===== config.mk =====
export PLATFORM = sky130hd
export DESIGN_NAME = mode_record
export DESIGN_NICKNAME = d
export VERILOG_FILES = /design/src/rtl/mode_record.sv
export SDC_FILE = /design/constraint.sdc
export NUM_CORES = 1
export LEC_CHECK = 0
export CORE_MARGIN = 2
export CORE_UTILIZATION = 30
export DETAILED_ROUTE_END_ITERATION = 16
export PLACE_DENSITY = 0.5
export SYNTH_ARGS = -nofsm -noshare
export SYNTH_HDL_FRONTEND = slang
export SYNTH_SLANG_ARGS = --single-unit

===== constraint.sdc =====
create_clock -name clk -period 27.4 [get_ports clk]
set_input_delay 5.48 -clock clk [delete_from_list [all_inputs] [get_ports clk]]
set_output_delay 5.48 -clock clk [all_outputs]
set_load 0.02 [all_outputs]

===== src/rtl/mode_record.sv =====
// Record-mode writer: samples the note keys once per slot into a packed 4-bit-per-note song buffer
// and echoes the live key. Optional build macro: MODE_RECORD_ARM_EN (waits for first key before timing slots).
module mode_record #(
  parameter int SECOND    = 70000000,
  parameter int SONG_TIME = 61,
  parameter int LEN_W     = 6
) (
  input  logic                   clk,
  input  logic                   rst,
  input  logic [6:0]             key_in,
  input  logic                   rec_start,
  input  logic                   rec_stop,
  output logic [SONG_TIME*4-1:0] song_packed,
  output logic [LEN_W-1:0]       rec_len,
  output logic                   recording,
  output logic                   full,
  output logic [3:0]             note_to_play,
  output logic [6:0]             led_out
);

  localparam int SONG_W = SONG_TIME * 4;
  localparam int CTR_W  = $clog2(SECOND);
  localparam logic [CTR_W-1:0] CTR_LAST = CTR_W'(SECOND - 1);
  localparam logic [LEN_W-1:0] PTR_LAST = LEN_W'(SONG_TIME - 1);
  localparam logic [LEN_W-1:0] LEN_FULL = LEN_W'(SONG_TIME);

  typedef enum logic [1:0] {
    IDLE = 2'd0,
`ifdef MODE_RECORD_ARM_EN
    ARM  = 2'd1,
`endif
    REC  = 2'd2,
    FULL = 2'd3
  } state_t;

`ifdef MODE_RECORD_ARM_EN
  localparam state_t START_STATE = ARM;
`else
  localparam state_t START_STATE = REC;
`endif

  state_t             state, state_n;
  logic [CTR_W-1:0]   ctr, ctr_n;
  logic [LEN_W-1:0]   ptr, ptr_n;
  logic [LEN_W-1:0]   len_n;
  logic [SONG_W-1:0]  song_n;

  logic [6:0] key_s1, key_s2;
  logic       start_s1, start_s2, start_d;
  logic       stop_s1, stop_s2, stop_d;
  logic       start_edge, stop_edge;
  logic [3:0] enc;
  logic [6:0] led_n;
  logic       do_clear, do_write;

  // Two-flop synchronizers plus one delay flop for rising-edge detection.
  always_ff @(posedge clk or posedge rst) begin
    if (rst) begin
      key_s1   <= '0;
      key_s2   <= '0;
      start_s1 <= 1'b0;
      start_s2 <= 1'b0;
      start_d  <= 1'b0;
      stop_s1  <= 1'b0;
      stop_s2  <= 1'b0;
      stop_d   <= 1'b0;
    end else begin
      key_s1   <= key_in;
      key_s2   <= key_s1;
      start_s1 <= rec_start;
      start_s2 <= start_s1;
      start_d  <= start_s2;
      stop_s1  <= rec_stop;
      stop_s2  <= stop_s1;
      stop_d   <= stop_s2;
    end
  end

  assign start_edge = start_s2 & ~start_d;
  assign stop_edge  = stop_s2 & ~stop_d;

  // Lowest pressed key wins; the downward loop lets lower bits overwrite higher ones.
  always_comb begin
    enc = 4'd0;
    for (int k = 6; k >= 0; k--) begin
      if (key_s2[k]) enc = 4'(k + 1);
    end
  end

  // Isolating the lowest set bit gives the LED for the same note the encoder picks.
  assign led_n = key_s2 & (~key_s2 + 7'd1);

  always_ff @(posedge clk or posedge rst) begin
    if (rst) begin
      note_to_play <= 4'd0;
      led_out      <= 7'd0;
    end else begin
      note_to_play <= enc;
      led_out      <= led_n;
    end
  end

  always_ff @(posedge clk or posedge rst) begin
    if (rst) begin
      state       <= IDLE;
      ctr         <= '0;
      ptr         <= '0;
      rec_len     <= '0;
      song_packed <= '0;
    end else begin
      state       <= state_n;
      ctr         <= ctr_n;
      ptr         <= ptr_n;
      rec_len     <= len_n;
      song_packed <= song_n;
    end
  end

  // Start and stop are single-cycle edge events; stop beats start when both arrive together.
  always_comb begin
    state_n  = state;
    ctr_n    = ctr;
    ptr_n    = ptr;
    len_n    = rec_len;
    song_n   = song_packed;
    do_clear = 1'b0;
    do_write = 1'b0;
    case (state)
      IDLE, FULL: begin
        if (start_edge) do_clear = 1'b1;
      end
`ifdef MODE_RECORD_ARM_EN
      ARM: begin
        if (stop_edge) begin
          state_n = IDLE;
        end else if (start_edge) begin
          do_clear = 1'b1;
        end else if (enc != 4'd0) begin
          // The arming cycle is slot cycle 0, so the counter resumes at 1.
          state_n = REC;
          ctr_n   = CTR_W'(1);
        end
      end
`endif
      REC: begin
        if (start_edge && !stop_edge) begin
          do_clear = 1'b1;
        end else begin
          if (ctr == CTR_LAST) do_write = 1'b1;
          else                 ctr_n = ctr + CTR_W'(1);
          if (stop_edge) state_n = IDLE;
        end
      end
      default: state_n = IDLE;
    endcase

    // A write on the stop cycle still lands; filling the last slot takes precedence over IDLE.
    if (do_write) begin
      for (int i = 0; i < SONG_TIME; i++) begin
        if (ptr == LEN_W'(i)) song_n[4*i +: 4] = enc;
      end
      ctr_n = '0;
      if (ptr == PTR_LAST) begin
        state_n = FULL;
        len_n   = LEN_FULL;
      end else begin
        ptr_n = ptr + LEN_W'(1);
        len_n = rec_len + LEN_W'(1);
      end
    end

    if (do_clear) begin
      song_n  = '0;
      ptr_n   = '0;
      len_n   = '0;
      ctr_n   = '0;
      state_n = START_STATE;
    end
  end

  assign full = (state == FULL);
`ifdef MODE_RECORD_ARM_EN
  assign recording = (state == ARM) || (state == REC);
`else
  assign recording = (state == REC);
`endif

endmodule


Word level (Yosys, flattened, before mapping). Index checks and enable logic that the tools add are counted.

Input bits: 11. Output and inout bits: 263. Register bits after elaboration: 316. Word-level logic and storage cells: 375.

Equality and inequality tests: 66. Bitwise logic cells: 6. Add/subtract/negate cells: 4. Reductions and logical operators: 131. Mux-type cells: 93.

Operators by type and width (count): two-way mux 244 bit (2); two-way mux 4 bit (67); equality test 6 bit, second input constant (29); two-way mux 27 bit (5); AND reduction 2 bit (62); nonzero test 2 bit (62); equality test 6 x 5 -> 1 bit, second input constant (16); equality test 6 x 4 -> 1 bit, second input constant (8); two-way mux 6 bit (6); adder 27 x 1 -> 27 bit, second input constant (1); equality test 27 bit, second input constant (1); equality test 6 x 3 -> 1 bit, second input constant (4); adder 6 x 1 -> 6 bit, second input constant (2); equality test 6 x 2 -> 1 bit, second input constant (2); two-way mux 2 bit (5); adder 7 x 1 -> 7 bit, second input constant (1); AND 7 bit (1); NOT 7 bit (1); equality test 6 x 1 -> 1 bit, second input constant (1); logical NOT 6 bit (1); != test 3 bit, second input constant (2); two-way mux 1 bit (5); equality test 2 bit, second input constant (2); case mux 2 bit (2 select lines) (1); other kinds (11) (13).

Logic depth before layout (Yosys ltp). Gate-level depths: netlist (run 1).

Word-level depth: 10. Depth in mapped cells: 9.

Worst setup path before layout (run 1). No wires, ideal clock.

Path type: register to output. Start: register state[0]. End: output port recording. Slack: 21.164 ns. Arrival: 0.756 ns. Required time: 21.920 ns. Stages on the path, launching flop included: 3. Path buffers: 0. Cells stage by stage: dfrtp_1 inv_1 ha_1.

Longest elaborated chain between the ends: 1.

Ends and longest elaborated chain: from (decl) (RTL line 42) `state_t state, state_n;`; from (signal assigned) (RTL line 111) `state <= state_n;`; equality test 2 bit (RTL line 185) `assign recording = (state == REC);`; to (decl) (RTL line 15) `output logic recording,`.

No other way between the ends.

Worst setup path in the final report (run 1). Ends and elaborated chain as after synthesis.

==> results.sh, run 1 <==
export IMPL_status="complete, no violations"
export IMPL_layout_common_cells="253 x dfrtp_1, 211 x clkdlybuf4s50_1, 194 x a21oi_1"
export IMPL_fin_area_sq_um=15200
export IMPL_crit_path_top_delay_cell="clkdlybuf4s50_1"
export IMPL_ctsResizeCount=0
export IMPL_hold_depth=0
export IMPL_fin_crit_sh=0.271
export IMPL_netlist_area_sq_um=12100
export IMPL_min_to="key_s2[1]"
export IMPL_final_antenna_net_count=0
export IMPL_ctsHoldBuffers=0
export IMPL_crit_family="buffers and inverters"
export IMPL_reg2reg_depth=7
export IMPL_layout_commonest_cell="dfrtp_1"
export IMPL_maxCapViolCount=0
export IMPL_die_h_um=205
export IMPL_crit_path_cell_trace="inv_1 -> ha_1 -> clkdlybuf4s50_1"
export IMPL_n_fill_cell=3883
export IMPL_critPathKind="flip-flop to primary output"
export IMPL_min_period_ns=7.44
export IMPL_place_gp_congestion=0.797
export IMPL_die_area_sq_um=41800
export IMPL_first_pass_iters=5
export IMPL_p_sw_mw=0.198
export IMPL_worstSetupEndpointType="primary output"
export IMPL_final_util=0.383
export IMPL_gr_total_overflow=0
export IMPL_grt_pass1_vias=10100
export IMPL_dpl_instance_area_sq_um=14200
export IMPL_initial_core_util=0.304
export IMPL_slowest_delay_ns=0.70
export IMPL_p_leak_nw=6.02
export IMPL_fin_tns_setup_ns=0
export IMPL_finalSetupViolCount=0
export IMPL_yosys_cell_types_count=55
export IMPL_grt_use_total=0.210
export IMPL_worstMarginPinSlew_ns=1.15
export IMPL_cts_root_buf="clkbuf_16"
export IMPL_max_freq_mhz=134
export IMPL_avgSynthCellArea_sq_um=9.47
export IMPL_finalNonFillerCells=1952
export IMPL_wirelength_um=44400
export IMPL_io_pins=274
export IMPL_cp_start_kind="flip-flop"
export IMPL_fin_worst_skew_ns=0.00798
export IMPL_reg2reg_slack_ns=23.69
export IMPL_numClockSinks=254
export IMPL_syn_inst=1274
export IMPL_htree_levels=1
export IMPL_hold_class="flip-flop to flip-flop"
export IMPL_slew_violations=0
export IMPL_portBuffers=211
export IMPL_cts_tree="done"
export IMPL_hold_viol=0
export IMPL_vias=10600
export IMPL_nets=1425
export IMPL_synth_flop_cell="dfrtp_1"
export IMPL_antenna_found_initial=0
export IMPL_postCtsSetupRepairBufs=0
export IMPL_cp_num_buf_inv=2
export IMPL_synth_seq_area_share=0.527
export IMPL_combPwrFrac=0.053
export IMPL_drt_wirelength_per_cell_um=22.7
export IMPL_fp_row_count=73
export IMPL_relSlewSlack=0.225
export IMPL_min_from="key_s1[1]"
export IMPL_r2r_end="song_packed[222]"
export IMPL_synth_seq_cells=254
export IMPL_ir_drop_mv=0.0418
export IMPL_multi_input_area_sq_um=4940
export IMPL_r2r_start="state[0]"
export IMPL_place_inst=1899
export IMPL_synth_edf_count=0
export IMPL_ys_warn_count=0
export IMPL_grt_max_degree=125
export IMPL_grt_pass1_wl_um=66600
export IMPL_first_iter_violations=1088
export IMPL_cts_buffers_inserted=29
export IMPL_syn_to_final_growth_pct=26.2
export IMPL_die_w_um=205
export IMPL_seqPwrFrac=0.461
export IMPL_clk_pin_slew_ns=0.06
export IMPL_cp_arrival_ns=1.96
export IMPL_via_per_inst=5.41
export IMPL_synthArstFlopShare=1.00
export IMPL_layout_drive_gt1_share=0.0708
export IMPL_power_mw=0.825
export IMPL_internal_power_mw=0.627
export IMPL_critPathRequiredTime_ns=21.92
export IMPL_clock_power_share=0.487
export IMPL_powerDensity_nw_per_um2=54.2
export IMPL_hpwl_um=26600
export IMPL_rsz0062_at_grt="no"
export IMPL_path_max_fanout=5
export IMPL_switching_share=0.240
export IMPL_seq_area_sq_um=6360
export IMPL_cts_path_max_buffers=3
export IMPL_clk_latency_ns=0.55
export IMPL_coreArea_sq_um=39700
export IMPL_drcViolationCount=0
==> layout make-up <==
type,instances,area share
Clock buffer,41,0.0559
Inverter,13,0.00370
Tap cell,525,0.0431
Multi-Input combinational cell,880,0.324
Timing Repair Buffer,227,0.147
Clock inverter,11,0.00871
Sequential cell,254,0.418
Antenna cell,1,0.000164
==> metal layers <==
layer	vias up	wire (um)	part of all wire	global-route usage
li1	4749	-	-	-
met1	5221	19200	0.43	0.302
met2	495	20400	0.46	0.317
met3	86	3100	0.070	0.0309
met4	0	1670	0.038	0.0805
met5	-	0	0	0
==> registers in the layout (all words and copies together) (netlist names) <==
signal / cells
ctr: 27
key_s1: 7
key_s2: 7
led_out: 7
note_to_play: 3
ptr: 6
rec_len: 6
song_packed: 183
start_d: 1
start_s1: 1
start_s2: 1
state: 2
stop_d: 1
stop_s1: 1
stop_s2: 1
==> how the worst max path moves through the flow <==
stage / slack [ns] / start / cells after the start / end
after floorplan: 14.94 / rst / 1 / ctr[0]
after global placement: 19.65 / rst / 3 / key_s2[0]
after detailed placement: 19.64 / rst / 3 / key_s2[0]
after CTS: 19.96 / state[0] / 3 / recording
after global routing: 19.92 / state[0] / 3 / recording
final: 19.96 / state[0] / 3 / recording
==> cells by family (layout without fill, tap and decap cells) <==
| kind of cell | count (synthesis) | in the layout | synth area share |
|---|---|---|---|
| AOI/OAI and AO/OA | 368 | 368 | 0.163 |
| DFF | 254 | 254 | 0.527 |
| and+or+nand+nor | 422 | 422 | 0.201 |
| xor gates and xnor gates | 19 | 19 | 0.0138 |
| other | 1 | 63 | 0.000311 |
| adders and majority gates | 9 | 9 | 0.00933 |
| buffers and inverters | 201 | 292 | 0.0865 |
==> stage by stage <==
| stage | setup slack, ns | hold slack [ns] |
|---|---|---|
| 3_5_place_dp | 19.64 | 0.335 |
| 5_1_grt | 19.92 | 0.358 |
| 2_1_floorplan | 14.94 | 0.331 |
| 4_1_cts | 19.96 | 0.347 |
| 3_3_place_gp | 19.65 | 0.333 |
| 6_report | 19.96 | 0.345 |
==> synthesized netlist by cell type (all sizes together), types with 6 or more instances <==
master / instances / area (sq um)
o21ai: 131 / 656
nor3: 70 / 355
and2: 6 / 37.5
buf: 92 / 633
nand3b: 9 / 67.6
a21oi: 196 / 981
xor2: 16 / 140
nand2: 28 / 105
clkbuf: 96 / 362
and3: 9 / 56.3
o2111ai: 6 / 52.6
ha: 9 / 113
and3b: 9 / 78.8
nand3: 140 / 701
nor4: 67 / 522
and4: 7 / 61.3
dfrtp: 254 / 6360
o211ai: 10 / 75.1
nor2: 39 / 146
inv: 13 / 48.8
nand4: 14 / 106
==> power groups by stage <==
stage	combinational, mW	clock [mW]	sequential (mW)
floorplan	0.0372	0	0.387
global placement	0.0439	0	0.387
detailed placement	0.0440	0	0.387
CTS	0.0441	0.410	0.380
global route	0.0486	0.426	0.380
finish	0.0437	0.402	0.380
(Power assumes the default switching activity.)
==> run 2: changes to the inputs <==
==> constraint.sdc (replaced) <==
create_clock -name clk -period 7.4 [get_ports clk]
set_input_delay 1.48 -clock clk [delete_from_list [all_inputs] [get_ports clk]]
set_output_delay 1.48 -clock clk [all_outputs]
set_load 0.02 [all_outputs]
==> results.sh, run 2 (same netlist as run 1, synthesis figures left out) <==
export IMPL_seqPwrFrac=0.474
export IMPL_hold_class="flip-flop to flip-flop"
export IMPL_critPathRequiredTime_ns=5.92
export IMPL_critPathKind="flip-flop to primary output"
export IMPL_p_leak_nw=5.97
export IMPL_final_antenna_net_count=0
export IMPL_die_area_sq_um=41800
export IMPL_io_pins=274
export IMPL_rsz0062_at_grt="no"
export IMPL_portBuffers=211
export IMPL_power_mw=2.97
export IMPL_fin_ws_ns=3.98
export IMPL_cts_buffers_inserted=29
export IMPL_syn_to_final_growth_pct=25.7
export IMPL_grt_pass1_wl_um=66700
export IMPL_fin_worst_skew_ns=0.00966
export IMPL_numClockSinks=254
export IMPL_first_pass_iters=5
export IMPL_crit_start="state[0]"
export IMPL_postCtsSetupRepairBufs=0
export IMPL_vias=10500
export IMPL_path_max_fanout=5
export IMPL_fin_tns_setup_ns=0
export IMPL_cts_root_buf="clkbuf_16"
export IMPL_crit_path_cell_trace="inv_1 -> ha_1 -> clkdlybuf4s50_1"
export IMPL_maxCapViolCount=0
export IMPL_worstSetupEndpointType="primary output"
export IMPL_relSlewSlack=0.272
export IMPL_grt_use_total=0.209
export IMPL_worstMarginPinSlew_ns=1.09
export IMPL_grt_busiest_layer="met2"
export IMPL_htree_levels=1
export IMPL_layout_commonest_cell="dfrtp_1"
export IMPL_cts_tree="done"
export IMPL_first_iter_violations=896
export IMPL_ctsResizeCount=0
export IMPL_min_period_ns=3.42
export IMPL_fin_area_sq_um=15200
export IMPL_hold_viol=0
export IMPL_final_util=0.382
export IMPL_combPwrFrac=0.055
export IMPL_clock_power_share=0.471
export IMPL_slowest_delay_ns=0.67
export IMPL_grtUsageMet3=0.0388
export IMPL_die_w_um=205
export IMPL_cts_path_max_buffers=3
export IMPL_pre_cts_slack_ns=3.94
export IMPL_grt_use_met1=0.296
export IMPL_cp_start_kind="flip-flop"
export IMPL_place_inst=1899
export IMPL_grt_max_degree=188
export IMPL_nets=1425
export IMPL_antennaDiodeCount=0
export IMPL_fp_row_count=73
export IMPL_internal_power_mw=2.26
export IMPL_p_sw_mw=0.713
export IMPL_largest_register_ffs=183
export IMPL_ir_drop_mv=0.151
export IMPL_grt_pass1_vias=10200
export IMPL_grt_use_met2=0.314
export IMPL_via_per_inst=5.38
export IMPL_powerDensity_nw_per_um2=196
export IMPL_r2r_start="ctr[0]"
export IMPL_hold_ws_ns=0.342
export IMPL_coreArea_sq_um=39700
export IMPL_cp_arrival_ns=1.94
export IMPL_ctsHoldBuffers=0
export IMPL_switching_share=0.240
export IMPL_clk_latency_ns=0.54
export IMPL_initial_core_util=0.304
export IMPL_fin_crit_sh=0.462
export IMPL_layout_common_cells="253 x dfrtp_1, 211 x clkdlybuf4s50_1, 194 x a21oi_1"
export IMPL_finalNonFillerCells=1948
export IMPL_slew_violations=0
export IMPL_largest_register="song_packed"
export IMPL_drcViolationCount=0
export IMPL_drt_wirelength_per_cell_um=22.8
export IMPL_finalSetupViolCount=0
export IMPL_clk_pin_slew_ns=0.06
export IMPL_layout_drive_gt1_share=0.0647
export IMPL_crit_path_top_delay_cell="clkdlybuf4s50_1"
export IMPL_die_h_um=205
export IMPL_place_gp_congestion=0.790
export IMPL_gr_total_overflow=0
export IMPL_largest_registers="song_packed x183, ctr x27"
export IMPL_antenna_found_initial=0
export IMPL_max_freq_mhz=292
export IMPL_dpl_instance_area_sq_um=14300
export IMPL_min_from="key_s1[5]"
export IMPL_status="complete, no violations"
export IMPL_wirelength_um=44500
export IMPL_hpwl_um=26500
[run 2: path summary, 6_finish.rpt]
path | endpoint | slack, ns | cells past startpoint
setup / recovery | recording | 3.98 | 3
hold / removal | key_s2[5] | 0.34 | 0
setup reg to reg | song_packed[141] | 4.02 | 7
hold reg to reg | key_s2[5] | 0.34 | 0
max in group asynchronous | song_packed[102] | 4.56 | 4
min in group asynchronous | note_to_play[2] | 1.52 | 3
[run 2: area by class of cell]
| class | count | area [sq um] |
|---|---|---|
| fill | 3952 | 24600 |
| clock inverter | 2 | 35.0 |
| multi-input combinational | 880 | 4940 |
| timing repair buffer | 227 | 2260 |
| sequential | 254 | 6360 |
| inverter | 13 | 52.6 |
| clock buffer | 47 | 873 |
| tap | 525 | 657 |
[run 2: layer usage]
metal	routed length (um)	part of all wire	vias up
li1	-	-	4736
met3	3310	0.074	96
met4	1800	0.040	0
met1	19200	0.43	5166
met2	20200	0.45	473
met5	0	0	-
[run 2: critical path: cells and delay by family (launching register included)]
family	cells	cell delay [ns]
buffers and inverters	2	0.74
adder cells (fa/ha/maj)	1	0.24
flip-flops	1	0.41
[run 2: power groups by stage]
stage / combinational, mW / clock [mW] / sequential (mW)
6_report: 0.163 / 1.40 / 1.41
3_5_place_dp: 0.165 / 0 / 1.43
4_1_cts: 0.165 / 1.43 / 1.41
3_3_place_gp: 0.164 / 0 / 1.43
2_1_floorplan: 0.138 / 0 / 1.43
5_1_grt: 0.180 / 1.48 / 1.41
==> run 3: changes to the inputs <==
--- a/config.mk
+++ b/config.mk
@@ -8,7 +8,7 @@
 export CORE_MARGIN = 2
 export CORE_UTILIZATION = 30
 export DETAILED_ROUTE_END_ITERATION = 16
-export PLACE_DENSITY = 0.5
+export PLACE_DENSITY = 0.52
 export SYNTH_ARGS = -nofsm -noshare
 export SYNTH_HDL_FRONTEND = slang
 export SYNTH_SLANG_ARGS = --single-unit
==> constraint.sdc (replaced) <==
create_clock -name clk -period 3.1 [get_ports clk]
set_input_delay 0.62 -clock clk [delete_from_list [all_inputs] [get_ports clk]]
set_output_delay 0.62 -clock clk [all_outputs]
set_load 0.02 [all_outputs]
==> results.sh, run 3 (same netlist as run 1, synthesis figures left out) <==
export IMPL_r2r_end="song_packed[205]"
export IMPL_drt_wirelength_per_cell_um=22.8
export IMPL_die_w_um=205
export IMPL_layout_common_cells="253 x dfrtp_1, 211 x clkdlybuf4s50_1, 194 x a21oi_1"
export IMPL_first_pass_iters=5
export IMPL_fin_crit_sh=0.890
export IMPL_die_h_um=205
export IMPL_layout_commonest_cell="dfrtp_1"
export IMPL_via_per_inst=5.37
export IMPL_antennaDiodeCount=0
export IMPL_topRoutingLayerUsed="met4"
export IMPL_critPathKind="flip-flop to flip-flop"
export IMPL_hpwl_um=28600
export IMPL_r2r_start="ctr[0]"
export IMPL_rsz0062_at_grt="no"
export IMPL_grt_pass1_wl_um=68400
export IMPL_max_freq_mhz=362
export IMPL_powerDensity_nw_per_um2=480
export IMPL_finalNonFillerCells=1988
export IMPL_relSlewSlack=0.441
export IMPL_fin_tns_setup_ns=0
export IMPL_clk_pin_slew_ns=0.06
export IMPL_syn_to_final_growth_pct=30.0
export IMPL_io_pins=274
export IMPL_grt_use_total=0.214
export IMPL_min_from="key_s1[0]"
export IMPL_cts_tree="done"
export IMPL_p_leak_nw=6.23
export IMPL_first_iter_violations=973
export IMPL_layout_drive_gt1_share=0.0950
export IMPL_postCtsSetupRepairBufs=0
export IMPL_drcViolationCount=0
export IMPL_gr_total_overflow=0
export IMPL_reg2reg_slack_ns=0.34
export IMPL_path_max_fanout=36
export IMPL_hold_viol=0
export IMPL_finalSetupViolCount=0
export IMPL_status="complete, no violations"
export IMPL_largest_registers="song_packed x183, ctr x27"
export IMPL_cp_start_kind="flip-flop"
export IMPL_fin_area_sq_um=15700
export IMPL_ctsResizeCount=0
export IMPL_largest_register_ffs=183
export IMPL_numClockSinks=254
export IMPL_fin_worst_skew_ns=0.0206
export IMPL_portBuffers=211
export IMPL_ctsHoldBuffers=0
export IMPL_antenna_found_initial=0
export IMPL_htree_levels=1
export IMPL_worstSetupEndpointType="flip-flop"
export IMPL_fp_row_count=73
export IMPL_grt_max_degree=112
export IMPL_critPathRequiredTime_ns=3.54
export IMPL_ir_drop_mv=0.510
export IMPL_hold_depth=0
export IMPL_grt_pass1_vias=10300
export IMPL_maxCapViolCount=0
export IMPL_place_inst=1933
export IMPL_cts_path_max_buffers=3
export IMPL_cp_arrival_ns=3.20
export IMPL_largest_register="song_packed"
export IMPL_min_period_ns=2.76
export IMPL_min_to="key_s2[0]"
export IMPL_die_area_sq_um=41800
export IMPL_initial_core_util=0.304
export IMPL_cts_buffers_inserted=30
export IMPL_dpl_instance_area_sq_um=14600
export IMPL_pre_cts_slack_ns=0.364
export IMPL_final_antenna_net_count=0
export IMPL_wl_met1_um=19800
export IMPL_fin_ws_ns=0.340
export IMPL_hold_class="flip-flop to flip-flop"
export IMPL_cts_root_buf="clkbuf_16"
export IMPL_crit_start="ctr[0]"
export IMPL_coreArea_sq_um=39700
export IMPL_dr_wl_met3_um=3690
export IMPL_wirelength_um=45400
export IMPL_worstMarginPinSlew_ns=0.838
export IMPL_clk_latency_ns=0.58
export IMPL_reg2reg_depth=7
export IMPL_vias=10700
export IMPL_place_gp_congestion=0.819
export IMPL_hold_ws_ns=0.338
export IMPL_nets=1460
export IMPL_slew_violations=0
export IMPL_wl_met2_um=20900
run 3: area by class of cell:
cell class / instances / area [sq um]
clock inverter: 17 / 215
timing repair buffer: 261 / 2640
sequential: 254 / 6360
inverter: 13 / 52.6
fill: 3906 / 24000
multi-input combinational: 880 / 4940
clock buffer: 38 / 831
tap: 525 / 657
run 3: metal layers:
| metal | up-vias | GRT usage |
|---|---|---|
| met1 | 5383 | 0.307 |
| met4 | 0 | 0.0577 |
| met3 | 57 | 0.0387 |
| met2 | 406 | 0.332 |
| met5 | - | 0 |
| li1 | 4826 | - |
run 3: worst max path at each step:
stage / endpoint / slack (ns) / cells past startpoint
floorplan: ctr[0] / -0.86 / 1
global placement: song_packed[201] / 0.42 / 7
detailed placement: song_packed[205] / 0.36 / 7
CTS: song_packed[205] / 0.37 / 7
global route: song_packed[205] / 0.12 / 7
finish: song_packed[205] / 0.34 / 7
run 3: critical path, cell delays in order (launching register included):
cell	delay, ns
dfrtp_1	0.40
ha_1	0.24
nand4_2	0.21
or3_4	0.46
or4_2	0.66
buf_4	0.30
o21ai_0	0.25
a21oi_1	0.10
run 3: power by group:
| part | internal (mW) | switching [mW] | total (mW) |
|---|---|---|---|
| clock | 2.23 | 1.51 | 3.75 |
| sequential | 3.34 | 0.0173 | 3.36 |
| combinational | 0.0850 | 0.336 | 0.422 |
run 3: stage by stage:
| step | power (mW) | utilization |
|---|---|---|
| after detailed placement | 3.84 | 0.369 |
| after global placement | 3.84 | 0.369 |
| after floorplan | 3.75 | - |
| after CTS | 7.60 | 0.395 |
| final | 7.53 | 0.395 |
| after global routing | 7.79 | 0.395 |
